### src/rtl/wb_shared_arbiter_pkg.sv
// Shared definitions for the Wishbone shared-bus arbiter.
//   arb_state_e : arbiter FSM state encoding
//   SEL_W       : byte-select width for the default 32-bit data path
//   sel_width() : byte-select width for an arbitrary data width
package wb_pkg;

   typedef enum logic [1:0] {
      ST_IDLE  = 2'd0,
      ST_GRANT = 2'd1,
      ST_ABORT = 2'd2
   } arb_state_e;

   localparam int DATA_W_DFLT = 32;
   localparam int SEL_W       = DATA_W_DFLT / 8;

   function automatic int sel_width(input int data_w);
      return data_w / 8;
   endfunction

endpackage

### src/rtl/wb_shared_arbiter_if.sv
// Bus bundle between the N Wishbone masters, the arbiter and the shared slave.
//   m_* : packed per-master request signals (master k at slice k) and the
//         per-master responses; m_dat_o is broadcast
//   s_* : single slave-side port
// modport slave  : arbiter view (accepts master requests, drives the slave)
// modport master : environment view (masters plus the shared slave)
interface wb_shared_arbiter_if
   import wb_pkg::*;
#(
   parameter int NUM_MASTERS = 4,
   parameter int ADDR_W      = 32,
   parameter int DATA_W      = 32
);
   localparam int SW = sel_width(DATA_W);

   logic [NUM_MASTERS-1:0]        m_cyc_i;
   logic [NUM_MASTERS-1:0]        m_stb_i;
   logic [NUM_MASTERS-1:0]        m_we_i;
   logic [NUM_MASTERS*SW-1:0]     m_sel_i;
   logic [NUM_MASTERS*ADDR_W-1:0] m_adr_i;
   logic [NUM_MASTERS*DATA_W-1:0] m_dat_i;
   logic [DATA_W-1:0]             m_dat_o;
   logic [NUM_MASTERS-1:0]        m_ack_o;
   logic [NUM_MASTERS-1:0]        m_err_o;

   logic                          s_cyc_o;
   logic                          s_stb_o;
   logic                          s_we_o;
   logic [SW-1:0]                 s_sel_o;
   logic [ADDR_W-1:0]             s_adr_o;
   logic [DATA_W-1:0]             s_dat_o;
   logic [DATA_W-1:0]             s_dat_i;
   logic                          s_ack_i;
   logic                          s_err_i;

   modport slave (
      input  m_cyc_i, m_stb_i, m_we_i, m_sel_i, m_adr_i, m_dat_i,
      output m_dat_o, m_ack_o, m_err_o,
      output s_cyc_o, s_stb_o, s_we_o, s_sel_o, s_adr_o, s_dat_o,
      input  s_dat_i, s_ack_i, s_err_i
   );

   modport master (
      output m_cyc_i, m_stb_i, m_we_i, m_sel_i, m_adr_i, m_dat_i,
      input  m_dat_o, m_ack_o, m_err_o,
      input  s_cyc_o, s_stb_o, s_we_o, s_sel_o, s_adr_o, s_dat_o,
      output s_dat_i, s_ack_i, s_err_i
   );

endinterface

### src/rtl/wb_shared_arbiter_rr_pick.sv
// Combinational round-robin picker.
//   req_i   : request vector
//   ptr_i   : index with highest priority this round
//   gnt_o   : one-hot winner, first requester at or after ptr_i (with wrap)
//   valid_o : at least one request present
module rr_pick #(
   parameter int N  = 4,
   parameter int PW = 2
) (
   input  logic [N-1:0]  req_i,
   input  logic [PW-1:0] ptr_i,
   output logic [N-1:0]  gnt_o,
   output logic          valid_o
);

   int idx;

   always_comb begin
      gnt_o   = '0;
      valid_o = 1'b0;
      idx     = 0;
      for (int i = 0; i < N; i++) begin
         idx = int'(ptr_i) + i;
         if (idx >= N) idx = idx - N;
         if (!valid_o && req_i[idx]) begin
            gnt_o[idx] = 1'b1;
            valid_o    = 1'b1;
         end
      end
   end

endmodule

### src/rtl/wb_shared_arbiter.sv
// N-master to 1-slave Wishbone classic arbiter with round-robin grant,
// cycle-long bus lock and a per-transaction watchdog.
//   wb_clk_i  : bus clock
//   wb_rst_ni : asynchronous active-low reset
//   bus       : master request/response bundle and shared slave port
//   grant_o   : one-hot current owner, zero when idle
//   timeout_o : one-cycle pulse when the watchdog aborts a transfer
//
// state    | meaning
// ---------+-----------------------------------------------------------
// ST_IDLE  | no owner; round-robin pick among cyc&stb requesters
// ST_GRANT | owner's signals routed to the slave while its cyc is high
// ST_ABORT | watchdog expired: slave cut off, err to owner for one cycle
module wb_shared_arbiter
   import wb_pkg::*;
#(
   parameter int NUM_MASTERS    = 4,
   parameter int ADDR_W         = 32,
   parameter int DATA_W         = 32,
   parameter int TIMEOUT_CYCLES = 255
) (
   input  logic                   wb_clk_i,
   input  logic                   wb_rst_ni,
   wb_shared_arbiter_if.slave     bus,
   output logic [NUM_MASTERS-1:0] grant_o,
   output logic                   timeout_o
);

   localparam int SW  = sel_width(DATA_W);
   localparam int PW  = (NUM_MASTERS > 1) ? $clog2(NUM_MASTERS) : 1;
   localparam int WDW = (TIMEOUT_CYCLES > 0) ? $clog2(TIMEOUT_CYCLES + 1) : 1;
   localparam logic           WD_EN   = (TIMEOUT_CYCLES != 0);
   localparam logic [WDW-1:0] WD_LOAD = WDW'(TIMEOUT_CYCLES);

   arb_state_e             state_q, state_d;
   logic [NUM_MASTERS-1:0] grant_q, grant_d;
   logic [PW-1:0]          gidx_q, gidx_d;
   logic [PW-1:0]          ptr_q, ptr_d;
   logic [WDW-1:0]         wdog_q, wdog_d;

   logic [NUM_MASTERS-1:0] req;
   logic [NUM_MASTERS-1:0] pick_gnt;
   logic                   pick_valid;
   logic [PW-1:0]          pick_idx;
   logic [PW-1:0]          next_ptr;
   logic                   in_grant;
   logic                   in_abort;
   logic                   own_cyc;
   logic                   stall;

   assign req = bus.m_cyc_i & bus.m_stb_i;

   rr_pick #(
      .N  (NUM_MASTERS),
      .PW (PW)
   ) u_pick (
      .req_i   (req),
      .ptr_i   (ptr_q),
      .gnt_o   (pick_gnt),
      .valid_o (pick_valid)
   );

   always_comb begin
      pick_idx = '0;
      for (int i = 0; i < NUM_MASTERS; i++) begin
         if (pick_gnt[i]) pick_idx = PW'(i);
      end
   end

   assign in_grant = (state_q == ST_GRANT);
   assign in_abort = (state_q == ST_ABORT);
   assign own_cyc  = bus.m_cyc_i[gidx_q];

   // Slave side follows the owner combinationally; forced low outside GRANT
   // so a reset or an abort cuts the slave off without waiting for an edge.
   assign bus.s_cyc_o = in_grant & own_cyc;
   assign bus.s_stb_o = in_grant & bus.m_stb_i[gidx_q];
   assign bus.s_we_o  = in_grant & bus.m_we_i[gidx_q];
   assign bus.s_sel_o = in_grant ? bus.m_sel_i[gidx_q*SW +: SW]         : '0;
   assign bus.s_adr_o = in_grant ? bus.m_adr_i[gidx_q*ADDR_W +: ADDR_W] : '0;
   assign bus.s_dat_o = in_grant ? bus.m_dat_i[gidx_q*DATA_W +: DATA_W] : '0;

   assign bus.m_dat_o = bus.s_dat_i;
   assign bus.m_ack_o = in_grant ? (grant_q & {NUM_MASTERS{bus.s_ack_i}}) : '0;
   assign bus.m_err_o = in_grant ? (grant_q & {NUM_MASTERS{bus.s_err_i}}) :
                        in_abort ? grant_q : '0;

   assign grant_o   = grant_q;
   assign timeout_o = in_abort;

   // An ack/err in the same cycle is never a stall, so it always beats expiry.
   assign stall    = bus.s_stb_o & ~bus.s_ack_i & ~bus.s_err_i;
   assign next_ptr = (gidx_q == PW'(NUM_MASTERS - 1)) ? '0 : gidx_q + 1'b1;

   always_comb begin
      state_d = state_q;
      grant_d = grant_q;
      gidx_d  = gidx_q;
      ptr_d   = ptr_q;
      wdog_d  = wdog_q;
      unique case (state_q)
         ST_IDLE: begin
            wdog_d = WD_LOAD;
            if (pick_valid) begin
               state_d = ST_GRANT;
               grant_d = pick_gnt;
               gidx_d  = pick_idx;
            end
         end
         ST_GRANT: begin
            if (!own_cyc) begin
               state_d = ST_IDLE;
               grant_d = '0;
               ptr_d   = next_ptr;
               wdog_d  = WD_LOAD;
            end else if (WD_EN && stall) begin
               // Down-counter holds remaining stall cycles; terminal count is 1.
               if (wdog_q == WDW'(1)) begin
                  state_d = ST_ABORT;
                  wdog_d  = WD_LOAD;
               end else begin
                  wdog_d = wdog_q - 1'b1;
               end
            end else if (bus.s_ack_i || bus.s_err_i) begin
               wdog_d = WD_LOAD;
            end
         end
         ST_ABORT: begin
            state_d = ST_IDLE;
            grant_d = '0;
            ptr_d   = next_ptr;
            wdog_d  = WD_LOAD;
         end
         default: begin
            state_d = ST_IDLE;
            grant_d = '0;
         end
      endcase
   end

   always_ff @(posedge wb_clk_i or negedge wb_rst_ni) begin
      if (!wb_rst_ni) begin
         state_q <= ST_IDLE;
         grant_q <= '0;
         gidx_q  <= '0;
         ptr_q   <= '0;
         wdog_q  <= WD_LOAD;
      end else begin
         state_q <= state_d;
         grant_q <= grant_d;
         gidx_q  <= gidx_d;
         ptr_q   <= ptr_d;
         wdog_q  <= wdog_d;
      end
   end

endmodule

### src/flat_wrapper.sv
// flat-port wrapper written by rule: the top's interface ports become plain ports
module wb_shared_arbiter_flat import wb_pkg::*;
#(
   parameter int NUM_MASTERS    = 4,
   parameter int ADDR_W         = 32,
   parameter int DATA_W         = 32,
   parameter int TIMEOUT_CYCLES = 255
)
  (wb_clk_i, wb_rst_ni, grant_o, timeout_o, bus_m_cyc_i, bus_m_stb_i, bus_m_we_i, bus_m_sel_i, bus_m_adr_i, bus_m_dat_i, bus_m_dat_o, bus_m_ack_o, bus_m_err_o, bus_s_cyc_o, bus_s_stb_o, bus_s_we_o, bus_s_sel_o, bus_s_adr_o, bus_s_dat_o, bus_s_dat_i, bus_s_ack_i, bus_s_err_i);
  wb_shared_arbiter_if #(.NUM_MASTERS(NUM_MASTERS), .ADDR_W(ADDR_W), .DATA_W(DATA_W)) bus_i ();
  input  logic wb_clk_i;
  input  logic wb_rst_ni;
  output logic [NUM_MASTERS-1:0] grant_o;
  output logic timeout_o;
  input wire logic [$bits(bus_i.m_cyc_i)-1:0] bus_m_cyc_i;
  input wire logic [$bits(bus_i.m_stb_i)-1:0] bus_m_stb_i;
  input wire logic [$bits(bus_i.m_we_i)-1:0] bus_m_we_i;
  input wire logic [$bits(bus_i.m_sel_i)-1:0] bus_m_sel_i;
  input wire logic [$bits(bus_i.m_adr_i)-1:0] bus_m_adr_i;
  input wire logic [$bits(bus_i.m_dat_i)-1:0] bus_m_dat_i;
  output wire logic [$bits(bus_i.m_dat_o)-1:0] bus_m_dat_o;
  output wire logic [$bits(bus_i.m_ack_o)-1:0] bus_m_ack_o;
  output wire logic [$bits(bus_i.m_err_o)-1:0] bus_m_err_o;
  output wire logic [$bits(bus_i.s_cyc_o)-1:0] bus_s_cyc_o;
  output wire logic [$bits(bus_i.s_stb_o)-1:0] bus_s_stb_o;
  output wire logic [$bits(bus_i.s_we_o)-1:0] bus_s_we_o;
  output wire logic [$bits(bus_i.s_sel_o)-1:0] bus_s_sel_o;
  output wire logic [$bits(bus_i.s_adr_o)-1:0] bus_s_adr_o;
  output wire logic [$bits(bus_i.s_dat_o)-1:0] bus_s_dat_o;
  input wire logic [$bits(bus_i.s_dat_i)-1:0] bus_s_dat_i;
  input wire logic [$bits(bus_i.s_ack_i)-1:0] bus_s_ack_i;
  input wire logic [$bits(bus_i.s_err_i)-1:0] bus_s_err_i;
  assign bus_i.m_cyc_i = bus_m_cyc_i;
  assign bus_i.m_stb_i = bus_m_stb_i;
  assign bus_i.m_we_i = bus_m_we_i;
  assign bus_i.m_sel_i = bus_m_sel_i;
  assign bus_i.m_adr_i = bus_m_adr_i;
  assign bus_i.m_dat_i = bus_m_dat_i;
  assign bus_m_dat_o = bus_i.m_dat_o;
  assign bus_m_ack_o = bus_i.m_ack_o;
  assign bus_m_err_o = bus_i.m_err_o;
  assign bus_s_cyc_o = bus_i.s_cyc_o;
  assign bus_s_stb_o = bus_i.s_stb_o;
  assign bus_s_we_o = bus_i.s_we_o;
  assign bus_s_sel_o = bus_i.s_sel_o;
  assign bus_s_adr_o = bus_i.s_adr_o;
  assign bus_s_dat_o = bus_i.s_dat_o;
  assign bus_i.s_dat_i = bus_s_dat_i;
  assign bus_i.s_ack_i = bus_s_ack_i;
  assign bus_i.s_err_i = bus_s_err_i;
  wb_shared_arbiter #(.NUM_MASTERS(NUM_MASTERS), .ADDR_W(ADDR_W), .DATA_W(DATA_W), .TIMEOUT_CYCLES(TIMEOUT_CYCLES)) u_core (.wb_clk_i(wb_clk_i), .wb_rst_ni(wb_rst_ni), .bus(bus_i), .grant_o(grant_o), .timeout_o(timeout_o));
endmodule
### config.mk
export PLATFORM = sky130hd
export DESIGN_NAME = wb_shared_arbiter_flat
export DESIGN_NICKNAME = d
export VERILOG_FILES = /design/src/rtl/wb_shared_arbiter_pkg.sv /design/src/rtl/wb_shared_arbiter_if.sv /design/src/rtl/wb_shared_arbiter_rr_pick.sv /design/src/rtl/wb_shared_arbiter.sv /design/src/flat_wrapper.sv
export SDC_FILE = /design/constraint.sdc
export NUM_CORES = 1
export LEC_CHECK = 0
export ABC_AREA = 1
export CORE_AREA = 4 4 165 167
export DETAILED_ROUTE_END_ITERATION = 8
export DIE_AREA = 0 0 169 171
export DONT_BUFFER_PORTS = 1
export SLEW_MARGIN = 40
export SYNTH_ARGS = -nofsm -noshare
export SYNTH_HDL_FRONTEND = slang
export SYNTH_SLANG_ARGS = --single-unit
### constraint.sdc
create_clock -name wb_clk_i -period 2.02 [get_ports wb_clk_i]
set_input_delay 0.404 -clock wb_clk_i [delete_from_list [all_inputs] [get_ports wb_clk_i]]
set_output_delay 0.404 -clock wb_clk_i [all_outputs]
set_load 0.005 [all_outputs]
==> out/results.ini <==
[global_route]
grt_max_degree = 42
antenna_found_initial = 1
gr-total-overflow = 0
grt_use_total_pct = 14.31
grt_pass1_wl_um = 31590
grt_pass1_vias = 4840

[layout]
postLayoutCoreUtil_pct = 22.77
fill_cells = 2805
area_delta_synth_final_pct = 42.00
drive_gt1_share_pct = 29.77
final-seq-area_um2 = 465.4
num-nets-final = 1128
multi_input_area_um2 = 3615
design_area_um2 = 5867

[yosys]
async_flop_share_pct = 100.0
ys_top_cells_by_count = 307 x nor2_1, 140 x o21ai_0, 73 x a21oi_1, 58 x nand2_1, 35 x clkbuf_1
synth.avg_cell_area_um2 = 5.158
synth.net_count = 1132
netlist_instances = 801
yosysMostFrequentCell = nor2_1
synth_top_area_share_pct = 27.89
synthFlopType = dfrtp_1
synth_edf_count = 0
synth_area_leaders = nor2_1 28%, o21ai_0 17%, a21oi_1 8.8%
yosysWarnings = 0
ys_seq_area_share_pct = 11.14
yosysTopAreaCell = nor2_1
ys_types = 33
ys_ff_latch = 18
syn-cell-area_um2 = 4131

[clock_tree]
clk_path_buf_depth = 2
clockRootBuffer = clkbuf_16
clk_pin_slew_ns = 0.06
cts_buffers = 3
htree_num_levels = 1
cts_tree = yes
cts.sinks = 18
clk_latency_ns = 0.25

[placement]
post_dp_cell_area_um2 = 4497
dp_hpwl_um = 17140
finalWeightedCongestion = 0.8891
portBuffers = 0
place_ws_ns = 0.07873

[power]
combPwrFrac_pct = 90.7
pwr-share-seq_pct = 5.5
ir_drop_mv = 0.7677
p_per_area_nw_per_um2 = 1801
leakage_nw = 2.309
internal-power_mw = 4.694
p_sw_mw = 5.871
switching_share_pct = 55.57
power_mw = 10.56
pwr-share-clk_pct = 3.8

[setup_path]
crit-reg2reg-launch = u_core.gidx_q[0]
worstPathArrival_ns = 1.71
required_ns = 1.62
crit_end = bus_s_adr_o[19]
worstSetupEndpointType = output port
critPathLaunchType = register
r2r_end = u_core.wdog_q[5]
startpoint = u_core.gidx_q[0]
rr_worst_depth = 11
critPathMaxFanout = 6
critPathKind = register to output port
rrSetupSlack_ns = 0.06

[sta]
fmax_ghz = 0.4729
fin_ws_ns = -0.09444
setup_tns_ns = -0.6420
hold_viol = 0
finalClockSkew_ns = 0.006273
drv_slew = 0
fin_crit_ns = 2.114
setup_violations = 24
slew_headroom_pct = 66.12
rsz0062_at_grt = yes
fin_crit_sh_pct = 104.7
worst_pin_slew_ns = 0.5081

[floorplan]
rows = 59
ioPinCount = 436
fp.dieH_um = 171
fp.dieW_um = 169
die-area_um2 = 28900
core_area_um2 = 25760
start_util_pct = 16.04

[routing]
first_pass_iters = 6
post_drt_wl_per_cell_um = 21.53
antenna_left = 0
via_count = 5546
drtIter0Drc = 653
drc = 0
routed_wl_um = 24380
vias_per_cell = 4.899

[flow_run]
maxCapViolations = 0

[run_status]
violations = negative setup slack
status = finished with violations

[worst_hold_path]
worst_hold_path_type = primary input to asynchronous set/reset pin

## worst min-delay path by stage
stage	end	slack (ns)	cells after the start
2_1_floorplan	u_core.gidx_q[0]	0.11	0
3_3_place_gp	u_core.ptr_q[0]	0.11	0
3_5_place_dp	u_core.state_q[1]	0.11	0
4_1_cts	u_core.wdog_q[2]	0.49	2
5_1_grt	u_core.ptr_q[1]	0.13	1
6_report	u_core.ptr_q[0]	0.1	1
## stage by stage
step                      instances  hold slack (ns)
after floorplan                 801           0.1084
after global placement         1092           0.1093
after detailed placement       1092           0.1094
after CTS                      1122           0.4925
after global routing           1132           0.1323
final                          1132          0.09705
## metal layers
layer  vias to the layer above  global-route usage (%)  part of all wire [%]
li1                       2581                       -                     -
met1                      2513                   18.82                    39
met2                       410                   23.30                    46
met3                        42                   5.129                    12
met4                         0                   1.785                   2.4
met5                         -                       0                     0
## what timing repair did
| action | 4_1_cts | 5_1_grt |
|---|---|---|
| endpoints found under the hold margin | 18 | 0 |
| setup buffers | 14 | 5 |
| pin swaps | 36 | 52 |
| hold buffers | 1 | 0 |
| setup endpoints to repair | 38 | 79 |
| gates resized for setup | 98 | 172 |
| cloned | 12 | 8 |
## worst max-delay path: stages, from the launching register on
cell and delay, ns:
dfrtp_4 0.54, buf_8 0.17, inv_12 0.09, buf_12 0.14
buf_16 0.13, o21ai_2 0.05, a21oi_1 0.17, buf_4 0.15
## registers in the layout, indices dropped and copies added, names as in the netlist
signal / count
u_core.grant_o: 4
u_core.wdog_q: 8
u_core.ptr_q: 2
u_core.gidx_q: 2
u_core.state_q: 2
## power by group through the flow
stage / clock, mW / sequential (mW) / combinational (mW)
after floorplan: 0 / 0.551 / 4.40
after global placement: 0 / 0.576 / 6.37
after detailed placement: 0 / 0.581 / 6.44
after CTS: 0.418 / 0.570 / 8.34
after global routing: 0.428 / 0.592 / 10.4
final: 0.404 / 0.579 / 9.58
## logic make-up (layout without fill, tap and decap cells)
kind of cell	count (synthesis)	in the layout	share of synthesized area, %
xor gates and xnor gates	2	2	0.4241
adders and majority gates	11	11	3.331
other	0	1	0
AOI/OAI and AO/OA	232	232	28.95
and+or+nand+nor	419	419	41.61
buffers and inverters	119	114	14.54
DFF	18	18	11.14
## area by class of cell
type / count / area share (%)
Multi-Input combinational cell: 664 / 61.61
Antenna cell: 1 / 0.04265
Clock buffer: 3 / 1.280
Timing Repair inverter: 1 / 0.2772
Clock inverter: 1 / 0.06398
Sequential cell: 18 / 7.933
Timing Repair Buffer: 76 / 19.32
Tap cell: 335 / 7.144
Inverter: 33 / 2.325
## placed cells by master (no fill, tap or decap), types with 2 or more instances in the layout
cell	instances
nor2_1	264
o21ai_1	61
o21ai_0	60
nand2_1	54
a21oi_2	38
a21oi_1	34
buf_4	34
nand3_1	31
o21ai_2	28
nor2_2	27
inv_1	23
nor2_4	18
buf_16	12
ha_1	11
clkbuf_16	11
inv_2	8
nand2_2	8
buf_6	8
buf_12	8
dfrtp_1	8
dfstp_2	8
o21ai_4	7
nand4_1	4
nand3_2	4
buf_8	4
a21oi_4	2
nand2_4	2
nor3_1	2
nor3_4	2
clkinv_1	2
xor2_1	2
No activity file was read; power rests on OpenSTA's default activity.
